**src/rtl/demux8_pkg.sv**
```systemverilog
// Shared definitions for the 8-channel TDM demultiplexer: channel geometry,
// FSM state encoding and the channel bit-offset helper.
package demux8_pkg;

    localparam int NUM_CH = 8;
    localparam int CH_W   = 3;

    typedef enum logic [0:0] {
        HUNT   = 1'b0,
        LOCKED = 1'b1
    } state_t;

    // Bit offset of channel k inside a packed frame of w-bit samples.
    function automatic int unsigned ch_slice(input int unsigned k, input int unsigned w);
        return k * w;
    endfunction

endpackage

```
**src/rtl/tdm_chan_counter.sv**
```systemverilog
// Slot counter for the TDM demultiplexer: loads 1 on an accepted sync beat,
// increments on ordinary locked beats and wraps naturally modulo 8.
module tdm_chan_counter
    import demux8_pkg::*;
(
    input  logic            clk,
    input  logic            rst_n,
    input  logic            load,
    input  logic            inc,
    output logic [CH_W-1:0] cur_ch,
    output logic            last_slot
);

    logic [CH_W-1:0] cnt_r;

    // Slot register; a sync beat is itself channel 0, so the next slot is 1.
    always_ff @(posedge clk or negedge rst_n) begin
        if (!rst_n) begin
            cnt_r <= {CH_W{1'b0}};
        end else if (load) begin
            cnt_r <= CH_W'(1);
        end else if (inc) begin
            cnt_r <= cnt_r + CH_W'(1);
        end else begin
            cnt_r <= cnt_r;
        end
    end

    assign cur_ch    = cnt_r;
    assign last_slot = (cnt_r == CH_W'(NUM_CH - 1));

endmodule

```
**src/rtl/demux_8_tdm.sv**
```systemverilog
// 8-channel TDM demultiplexer: locks to a frame-sync marker, collects samples
// in a shadow buffer and presents each complete frame atomically on dout.
module demux_8_tdm
    import demux8_pkg::*;
#(
    parameter int W     = 1,
    parameter int ERR_W = 8
) (
    input  logic                clk,
    input  logic                rst_n,
    input  logic [W-1:0]        din,
    input  logic                din_valid,
    input  logic                din_sync,
    output logic [NUM_CH*W-1:0] dout,
    output logic                frame_valid,
    output logic                locked,
    output logic [CH_W-1:0]     cur_ch,
    output logic                sync_err,
    output logic [ERR_W-1:0]    err_count
);

    state_t              state_r;
    state_t              next_state_s;
    logic                cnt_load_s;
    logic                cnt_inc_s;
    logic                wr_en_s;
    logic [CH_W-1:0]     wr_idx_s;
    logic                frame_load_s;
    logic                err_s;
    logic [CH_W-1:0]     cur_ch_s;
    logic                last_slot_s;
    logic [NUM_CH*W-1:0] frame_s;

    logic [W-1:0]        shadow_r [NUM_CH];
    logic [NUM_CH*W-1:0] dout_r;
    logic                frame_valid_r;
    logic                sync_err_r;
    logic [ERR_W-1:0]    err_count_r;

    tdm_chan_counter u_counter (
        .clk       (clk),
        .rst_n     (rst_n),
        .load      (cnt_load_s),
        .inc       (cnt_inc_s),
        .cur_ch    (cur_ch_s),
        .last_slot (last_slot_s)
    );

    // FSM state register.
    always_ff @(posedge clk or negedge rst_n) begin
        if (!rst_n) begin
            state_r <= HUNT;
        end else begin
            state_r <= next_state_s;
        end
    end

    // FSM next state: only a sync beat leaves HUNT; LOCKED is held until reset.
    always_comb begin
        next_state_s = state_r;
        case (state_r)
            HUNT: begin
                if (din_valid && din_sync) begin
                    next_state_s = LOCKED;
                end else begin
                    next_state_s = HUNT;
                end
            end
            LOCKED:  next_state_s = LOCKED;
            default: next_state_s = HUNT;
        endcase
    end

    // FSM outputs: per-beat datapath strobes.
    always_comb begin
        cnt_load_s   = 1'b0;
        cnt_inc_s    = 1'b0;
        wr_en_s      = 1'b0;
        wr_idx_s     = {CH_W{1'b0}};
        frame_load_s = 1'b0;
        err_s        = 1'b0;
        case (state_r)
            HUNT: begin
                if (din_valid && din_sync) begin
                    cnt_load_s = 1'b1;
                    wr_en_s    = 1'b1;
                end else begin
                    cnt_load_s = 1'b0;
                end
            end
            LOCKED: begin
                if (din_valid && din_sync) begin
                    cnt_load_s = 1'b1;
                    wr_en_s    = 1'b1;
                    err_s      = (cur_ch_s != {CH_W{1'b0}});
                end else if (din_valid) begin
                    cnt_inc_s    = 1'b1;
                    wr_en_s      = 1'b1;
                    wr_idx_s     = cur_ch_s;
                    frame_load_s = last_slot_s;
                end else begin
                    cnt_inc_s = 1'b0;
                end
            end
            default: begin
                cnt_load_s = 1'b0;
            end
        endcase
    end

    // Next frame image: channels 0..6 from shadow, channel 7 straight from din.
    always_comb begin
        frame_s = {(NUM_CH*W){1'b0}};
        for (int k = 0; k < NUM_CH - 1; k++) begin
            frame_s[ch_slice(unsigned'(k), unsigned'(W)) +: W] = shadow_r[k];
        end
        frame_s[ch_slice(unsigned'(NUM_CH - 1), unsigned'(W)) +: W] = din;
    end

    // Shadow buffer; entries persist across frames since each slot is rewritten.
    always_ff @(posedge clk or negedge rst_n) begin
        if (!rst_n) begin
            for (int k = 0; k < NUM_CH; k++) begin
                shadow_r[k] <= {W{1'b0}};
            end
        end else if (wr_en_s) begin
            shadow_r[wr_idx_s] <= din;
        end else begin
            shadow_r <= shadow_r;
        end
    end

    // Frame output register and its one-cycle valid pulse.
    always_ff @(posedge clk or negedge rst_n) begin
        if (!rst_n) begin
            dout_r        <= {(NUM_CH*W){1'b0}};
            frame_valid_r <= 1'b0;
        end else if (frame_load_s) begin
            dout_r        <= frame_s;
            frame_valid_r <= 1'b1;
        end else begin
            dout_r        <= dout_r;
            frame_valid_r <= 1'b0;
        end
    end

    // Mid-frame sync error pulse and saturating counter.
    always_ff @(posedge clk or negedge rst_n) begin
        if (!rst_n) begin
            sync_err_r  <= 1'b0;
            err_count_r <= {ERR_W{1'b0}};
        end else if (err_s) begin
            sync_err_r <= 1'b1;
            if (err_count_r != {ERR_W{1'b1}}) begin
                err_count_r <= err_count_r + ERR_W'(1);
            end else begin
                err_count_r <= err_count_r;
            end
        end else begin
            sync_err_r  <= 1'b0;
            err_count_r <= err_count_r;
        end
    end

    assign dout        = dout_r;
    assign frame_valid = frame_valid_r;
    assign locked      = (state_r == LOCKED);
    assign cur_ch      = cur_ch_s;
    assign sync_err    = sync_err_r;
    assign err_count   = err_count_r;

endmodule

```
**config.mk**
```make
export PLATFORM = sky130hd
export DESIGN_NAME = demux_8_tdm
export DESIGN_NICKNAME = d
export VERILOG_FILES = /design/src/rtl/demux8_pkg.sv /design/src/rtl/tdm_chan_counter.sv /design/src/rtl/demux_8_tdm.sv
export SDC_FILE = /design/constraint.sdc
export NUM_CORES = 1
export LEC_CHECK = 0
export ABC_CLOCK_PERIOD_IN_PS = 4000
export BUFFER_PORTS_ARGS = -buffer_cell sky130_fd_sc_hd__clkbuf_2
export CELL_PAD_IN_SITES_DETAIL_PLACEMENT = 1
export CELL_PAD_IN_SITES_GLOBAL_PLACEMENT = 2
export CORE_ASPECT_RATIO = 0.8
export CORE_UTILIZATION = 30
export CTS_CLUSTER_DIAMETER = 80
export DETAILED_ROUTE_END_ITERATION = 8
export HOLD_SLACK_MARGIN = 0.08
export PLACE_DENSITY_LB_ADDON = 0.1
export SLEW_MARGIN = 40
export SYNTH_ARGS = -nofsm -noshare
export SYNTH_HDL_FRONTEND = slang
export SYNTH_SLANG_ARGS = --single-unit
```
**constraint.sdc**
```tcl
create_clock -name clk -period 4 [get_ports clk]
set_input_delay 0.6 -clock clk [delete_from_list [all_inputs] [get_ports clk]]
set_output_delay 0.6 -clock clk [all_outputs]
set_load 0.05 [all_outputs]
```
==> metrics.txt, run 1 <==
status=complete, no violations; maximum clock rate=around 530 MHz; skew final=between 7 and 8 ps; launch point of the critical path=u_counter.cur_ch[1]$_DFFE_PN0P_; Max Cap Viol=0; r2r worst-path depth=6; Port Buffers=26; CTS tree=done; Setup CP Type=reg -> reg; drt pass-1 iters=3; Synth Net Count=approximately 120; Lkg Pwr=around 0.00077 uW; first-pass GRT wire length=about 4800 um; Skew-Pair Late Insertion Delay=around 280 ps; Slew Limit Fails=0; Switching Power=about 450 uW; post-layout minimum cycle time=1900 ps; worst slew margin relative to its limit=52.5%; WL final=roughly 2800 um; Final Cycle Share=47.6%; clock sink count=29; Reg power frac=approximately 41%; Via-to-Cell Ratio=4.78; Area Growth Syn to Fin=20.5%; internal power=630 uW; clock power share=a little over a fifth; drt drc=0; Ports=27; layout cell share with drive strength beyond 1=between 40% and 50%; clk slew on worst S/H paths=around 60 ps; number of global-route vias before repair=~940; endpoint type of the worst setup path=register; Cells after Synth=around 110; RSZ-0062 raised after global routing=false; filler instances=475; Post-DP HPWL=approximately 2100 um; Fin. Hold Viols=0; total track usage=14.2%; DR WL/cell=approximately 15 um; number of synthesized register bits=29; Total Power=around 1100 uW; core area=between 4000 and 5000 um2; CP max stage delay=between 400 and 500 ps; ANT cells=0; area of the mapped netlist=about 1300 um2; pwr/cell area=~680 nW/um2; crit path launch type=register; sequential area share after synthesis=a little over half; chip width=76.4 um; Die Area=4700 um2; Data arrival, critical path=roughly 2100 ps; DR vias=932; Critical-path top delay cell=dfrtp_1; Iter 0 DRT Violations=57; Gate power share=~37%; Die Ht=around 62 um; Crit path required time=approximately 4200 ps; largest net degree at the start of global routing=30; FP Rows=21; Max FO, Critical Path=8; grt ovf=0; initial antenna violation count=0; sw frac=approximately two fifths; clock root cell=clkbuf_8; library cells used by synthesis=32; Clock Path Buffers=2; Finish-stage setup viols=0; Post-CTS Resized=0; clock buffer count from CTS=5; Yosys warning total=0; setup TNS=0 ps; Routability Congestion=between 0.7 and 0.8; Post-CTS Repair Setup Buffers=0; slew at the pin closest to its max-slew limit=roughly 710 ps; most frequent cells in the layout=dfrtp_1 (29), clkbuf_2 (26), mux2_2 (18); worst ir drop on vdd=about 400 uV; H-tree depth=2; Nets=roughly 150; flop2flop setup slack=roughly 2100 ps; hold buffers post-CTS=0; Synth Area per Inst=12.4 um2; Hold/Removal Path Class=in -> async; Detail Route Antenna Nets=0; starting density of the core=a little under a third; r2r startpoint=u_counter.cur_ch[1]$_DFFE_PN0P_; most common cell after layout, fill and taps aside=dfrtp_1; critical-path cell list=inv_1 -> ha_1 -> nand2b_1 -> and3_1 -> and4_4 -> mux2_4
power by group through the flow:
stage	Sequential (uW)	Combinational [uW]	Clock, uW
global placement	449	398	0
global route	463	430	259
finish	447	398	234
detailed placement	454	402	0
floorplan	622	125	0
CTS	449	403	243
cells by family (layout without fill, tap and decap cells):
kind of cell,count (synthesis),in the layout,share of synthesized area [%]
flip-flops,29,29,54.7
AO/OA/AOI/OAI,16,16,8.29
XOR/XNOR,1,1,0.660
AND/OR/NAND/NOR,32,32,13.9
buffers and inverters,6,37,2.36
multiplexers,19,19,16.4
adder cells (fa/ha/maj),4,4,3.77
final timing paths:
check	endpoint
hold / removal	frame_s[5]$_DFFE_PN0P_
min in group clk	dout[7]$_DFFE_PN0P_
max in group asynchronous	err_count[7]$_DFFE_PN0P_
setup / recovery	err_count[4]$_DFFE_PN0P_
hold reg to reg	dout[7]$_DFFE_PN0P_
setup reg to reg	err_count[4]$_DFFE_PN0P_
cells in the mapped netlist (all sizes together):
master,instances,area [um2]
a21oi,3,15.0
o31a,1,10.0
and4,2,20.0
a2bb2oi,2,17.5
inv,4,15.0
a21o,1,8.76
mux2,19,218
and3,1,6.26
o311ai,1,8.76
and3b,1,10.0
and4b,1,11.3
nand2b,1,6.26
nor3b,1,12.5
o22ai,2,12.5
and2,1,8.76
buf,2,16.3
nor4b,1,8.76
nand3,5,25.0
a31oi,1,6.26
xor2,1,8.76
dfrtp,29,726
nand2,9,33.8
o22a,1,8.76
o21ai,3,15.0
nor2,4,15.0
nor3,4,20.0
nand4,1,6.26
o21a,1,7.51
ha,4,50.1
routing by layer:
layer / routed length (um) / vias up / global-route usage, %
li1: - / 450 / -
met1: 1500 / 457 / 19.7
met2: 1160 / 18 / 19.4
met3: 135 / 7 / 5.93
met4: 46 / 0 / 5.77
met5: 0 / - / 0
sequential cells by signal (all words and copies together) (netlist names):
name and cells:
sync_err 1, frame_valid 1, u_counter.cur_ch 3, dout 8, frame_s 7, locked 1, err_count 8
worst max-delay path: cells and delay by family, from the launching register on:
| family | cells | cell delay, ps |
|---|---|---|
| buffers and inverters | 1 | 170 |
| AND/OR/NAND/NOR | 3 | 620 |
| flip-flops | 1 | 480 |
| adder cells (fa/ha/maj) | 1 | 220 |
| multiplexers | 1 | 290 |
metrics by stage:
stage               worst slack, ps  hold WS, ps  instances  area (um2)  util, %
global placement               2150          484        188        1510     36.0
global route                   1970          419        195        1600     38.0
floorplan                      1950          304        107        1330        -
detailed placement             2110          495        188        1510     36.0
CTS                            2120          396        195        1600     38.0
finish                         2100          366        195        1600     38.0
cell type report:
type / instances / area [um2] / share of cell area (%)
Multi-Input combinational cell: 72 / 571 / 35.7
Sequential cell: 29 / 726 / 45.4
Timing Repair Buffer: 26 / 130 / 8.14
Inverter: 4 / 15.0 / 0.939
Tap cell: 57 / 71.3 / 4.46
Clock buffer: 7 / 86.3 / 5.40
No activity file was read; power rests on OpenSTA's default activity.
==> inputs of run 2 (changes only) <==
- ABC_AREA: unset -> 1
- ABC_CLOCK_PERIOD_IN_PS: 4000 -> 1600
- CORE_UTILIZATION: 30 -> 28
- clock period: 4 -> 1.6 ns (I/O delays scaled with it)
==> run 2 against run 1 <==
  * The flow now finishes with violations (design-rule violations)
  * Worst hold slack worse by 130 ps
  * Synthesized cell count is 49% higher
  * Non-clock buffer count is 3 higher
  * Critical path depth is 3 higher
  * Final cell count is 31% higher
  * Wire length is 8.9% higher
  * Clock skew is 5.4 ps lower
  * Clock power grew to 3.3 times the previous value
  * Via count is 19% higher
  * Sequential share of layout area is 2.5 points lower
  * Critical endpoint is now err_count[5]$_DFFE_PN0P_
  * Highest routed layer unchanged
==> metrics.txt, run 2 <==
post-layout minimum cycle time=1410 ps (-491 ps); worst ir drop on vdd=633 uV (+60%); Gate power share=25.9% (-11 points); layout cell share with drive strength beyond 1=24.0% (-18 points); sw frac=35.8% (-5.8 points); Crit path required time=1770 ps (-2390 ps); flop2flop setup slack=190 ps (-1910 ps); sequential area share after synthesis=54.3% (-0.41 points); Finish-stage setup viols=0 (unchanged); chip width=79.3 um (+3.8%); Data arrival, critical path=1580 ps (-480 ps); Hold WS=237 ps (-130 ps); Setup CP Type=reg -> reg; Via-to-Cell Ratio=4.34 (-9.2%); Lkg Pwr=0.000883 uW (+14%); setup TNS=0 ps (unchanged); Max Cap Viol=0 (unchanged); maximum clock rate=708 MHz (+35%); count of flip-flops with a built-in enable after synthesis=0 (unchanged); most frequent cells in the layout=nand2_1 (72), clkbuf_2 (26), dfrtp_1 (25); Routability Congestion=0.845 (+13%); library cells used by synthesis=17 (-47%); grt ovf=0 (unchanged); ANT cells=0 (unchanged); Synth Area per Inst=8.41 um2 (-32%); skew final=2.27 ps (-5.39 ps); ys flop type=dfrtp_1; Synth area leader=dfrtp_1; clk slew on worst S/H paths=60 ps (about the same); area of the mapped netlist=1340 um2 (+0.75%); Clock Path Buffers=2 (unchanged); post-synth top area share=54.3% (-0.41 points); WL final=3100 um (+8.9%); Die Ht=63.8 um (+3.8%); Post-DP HPWL=2370 um (+14%); crit path launch type=register; starting density of the core=29.1% (-2.5 points); top cells by count, synth=nand2_1 (72), dfrtp_1 (29), o21ai_0 (12); Synth Net Count=168 (+45%); Detail Route Antenna Nets=0 (unchanged); Hold Crit Start=din; multi-input logic area=561 um2 (-1.8%); r2r startpoint=u_counter.cur_ch[0]$_DFFE_PN0P_; RSZ-0062 raised after global routing=false; count leader, synth=nand2_1; drt pass-1 iters=6 (+3); largest net degree at the start of global routing=16 (-47%); filler instances=557 (+17%); most common cell after layout, fill and taps aside=nand2_1; pwr/cell area=1400 nW/um2 (+110%); clock sink count=29 (unchanged); initial antenna violation count=0 (unchanged); first-pass GRT wire length=5400 um (+12%); Skew-Pair Late Insertion Delay=280 ps (about the same); Iter 0 DRT Violations=60 (+5.3%); Total Power=2390 uW (+120%); Port Buffers=26 (unchanged); Yosys warning total=0 (unchanged); Reg area=731 um2 (+0.69%); internal power=1540 uW (+140%); Critical-path top delay cell=dfrtp_2; Slew Limit Fails=0 (unchanged); Post-synth ARST share=100% (unchanged); drt drc=1 (+1); Hold/Removal Path Class=in -> reg; Buf/Inv on CP=3 (+2); FP Rows=22 (+4.8%); Reg power frac=41.6% (+0.2 points); total track usage=14.4% (+0.19 points); endpoint type of the worst setup path=register; DR WL/cell=12.1 um (-17%); critical-path cell list=inv_2 -> ha_1 -> inv_1 -> nor2_1 -> nor2_4 -> nand2_4 -> inv_2 -> nand2_1 -> nand2_1; Fin. Hold Viols=0 (unchanged); clock root cell=clkbuf_8; CTS tree=done; failing checks=design-rule violations; Crit path max-delay family=simple AND/OR/NAND/NOR gates; DR vias=1111 (+19%); Cells after Synth=159 (+49%); number of synthesized register bits=29 (unchanged); core area=4600 um2 (+9.3%); Die Area=5060 um2 (+7.7%); top post-synthesis cells by area=dfrtp_1 (54%), nand2_1 (20%), o21ai_0 (4.5%); Ports=27 (unchanged); slew at the pin closest to its max-slew limit=467 ps (-246 ps); Area Growth Syn to Fin=27.4%; Switching Power=858 uW (+91%); worst slew margin relative to its limit=68.9% (+16 points); status=finished, violations left; Max FO, Critical Path=9 (+1); Final Cycle Share=88.2% (+41 points); H-tree depth=2 (unchanged); launch point of the critical path=u_counter.cur_ch[0]$_DFFE_PN0P_; clock power share=32.6% (+11 points); CP max stage delay=450 ps (-30 ps); Nets=204 (+39%); number of global-route vias before repair=1105 (+18%); clock buffer count from CTS=5 (unchanged)
[run 2: cell count changes after synthesis, sizes merged, moves of 3 or more]
cell,change
nand2,+65
o21ai,+9
nor2,+5
nand4,+5
nor3,-3
a21oi,-3
inv,+8
mux2,-19
[run 2: routing by layer]
layer / wire, um / track usage, %
met2: 1180 / 18.2
met1: 1720 / 21.4
met4: 72 / 8.18
met3: 119 / 3.86
met5: 0 / 0
[run 2: logic make-up after synthesis]
logic type                 synth area share, %
adders and majority gates                 3.74
xor gates and xnor gates                  1.96
DFF                                       54.3
buffers and inverters                     4.02
AOI/OAI and AO/OA                         5.05
and+or+nand+nor                           31.0
[run 2: timing repair]
action	4_1_cts	5_1_grt
gates resized for setup	0	2
hold endpoints to repair	14	0
hold buffers	1	0
buffers inserted	0	0
setup endpoints to repair	0	4
[run 2: worst paths after layout]
path | endpoint | depth (start not counted)
worst max register to register | err_count[5]$_DFFE_PN0P_ | 9
worst max-delay path | err_count[5]$_DFFE_PN0P_ | 9
worst min-delay path | frame_s[0]$_DFFE_PN0P_ | 3
worst min register to register | frame_s[1]$_DFFE_PN0P_ | 2
max in group asynchronous | u_counter.cur_ch[1]$_DFFE_PN0P_ | 3
min in group asynchronous | frame_valid$_DFF_PN0_ | 2
[run 2: worst reg2reg max path, stage by stage (launching register included)]
cell     delay (ps)
dfrtp_2         450
inv_2           120
ha_1            150
inv_1            40
nor2_1          160
nor2_4           80
nand2_4         110
inv_2            80
nand2_1          70
nand2_1          50
[run 2: power by group through the flow]
stage               clock (uW)  sequential (uW)  combinational [uW]
CTS                        805              994                 625
global placement             0             1000                 620
finish                     779              995                 619
floorplan                    0             1230                 213
detailed placement           0             1010                 620
global route               840             1020                 677
[run 2: area by class of cell]
| type | instances | share of cell area, % |
|---|---|---|
| inverters | 13 | 3.16 |
| flip-flops and latches | 29 | 42.9 |
| well taps | 60 | 4.41 |
| multi-input cells | 117 | 32.9 |
| clock inverters | 1 | 1.76 |
| repair buffers | 29 | 9.84 |
| clock buffers | 7 | 5.07 |
[run 2: stage by stage]
step                      utilization (%)  setup slack (ps)  cell area (um2)  std cells
final                                37.1               188             1700        256
after global routing                 37.1              52.7             1700        256
after CTS                            37.0               103             1700        256
after detailed placement             34.3               120             1580        247
after global placement               34.3               156             1580        247
after floorplan                         -              88.4             1340        159
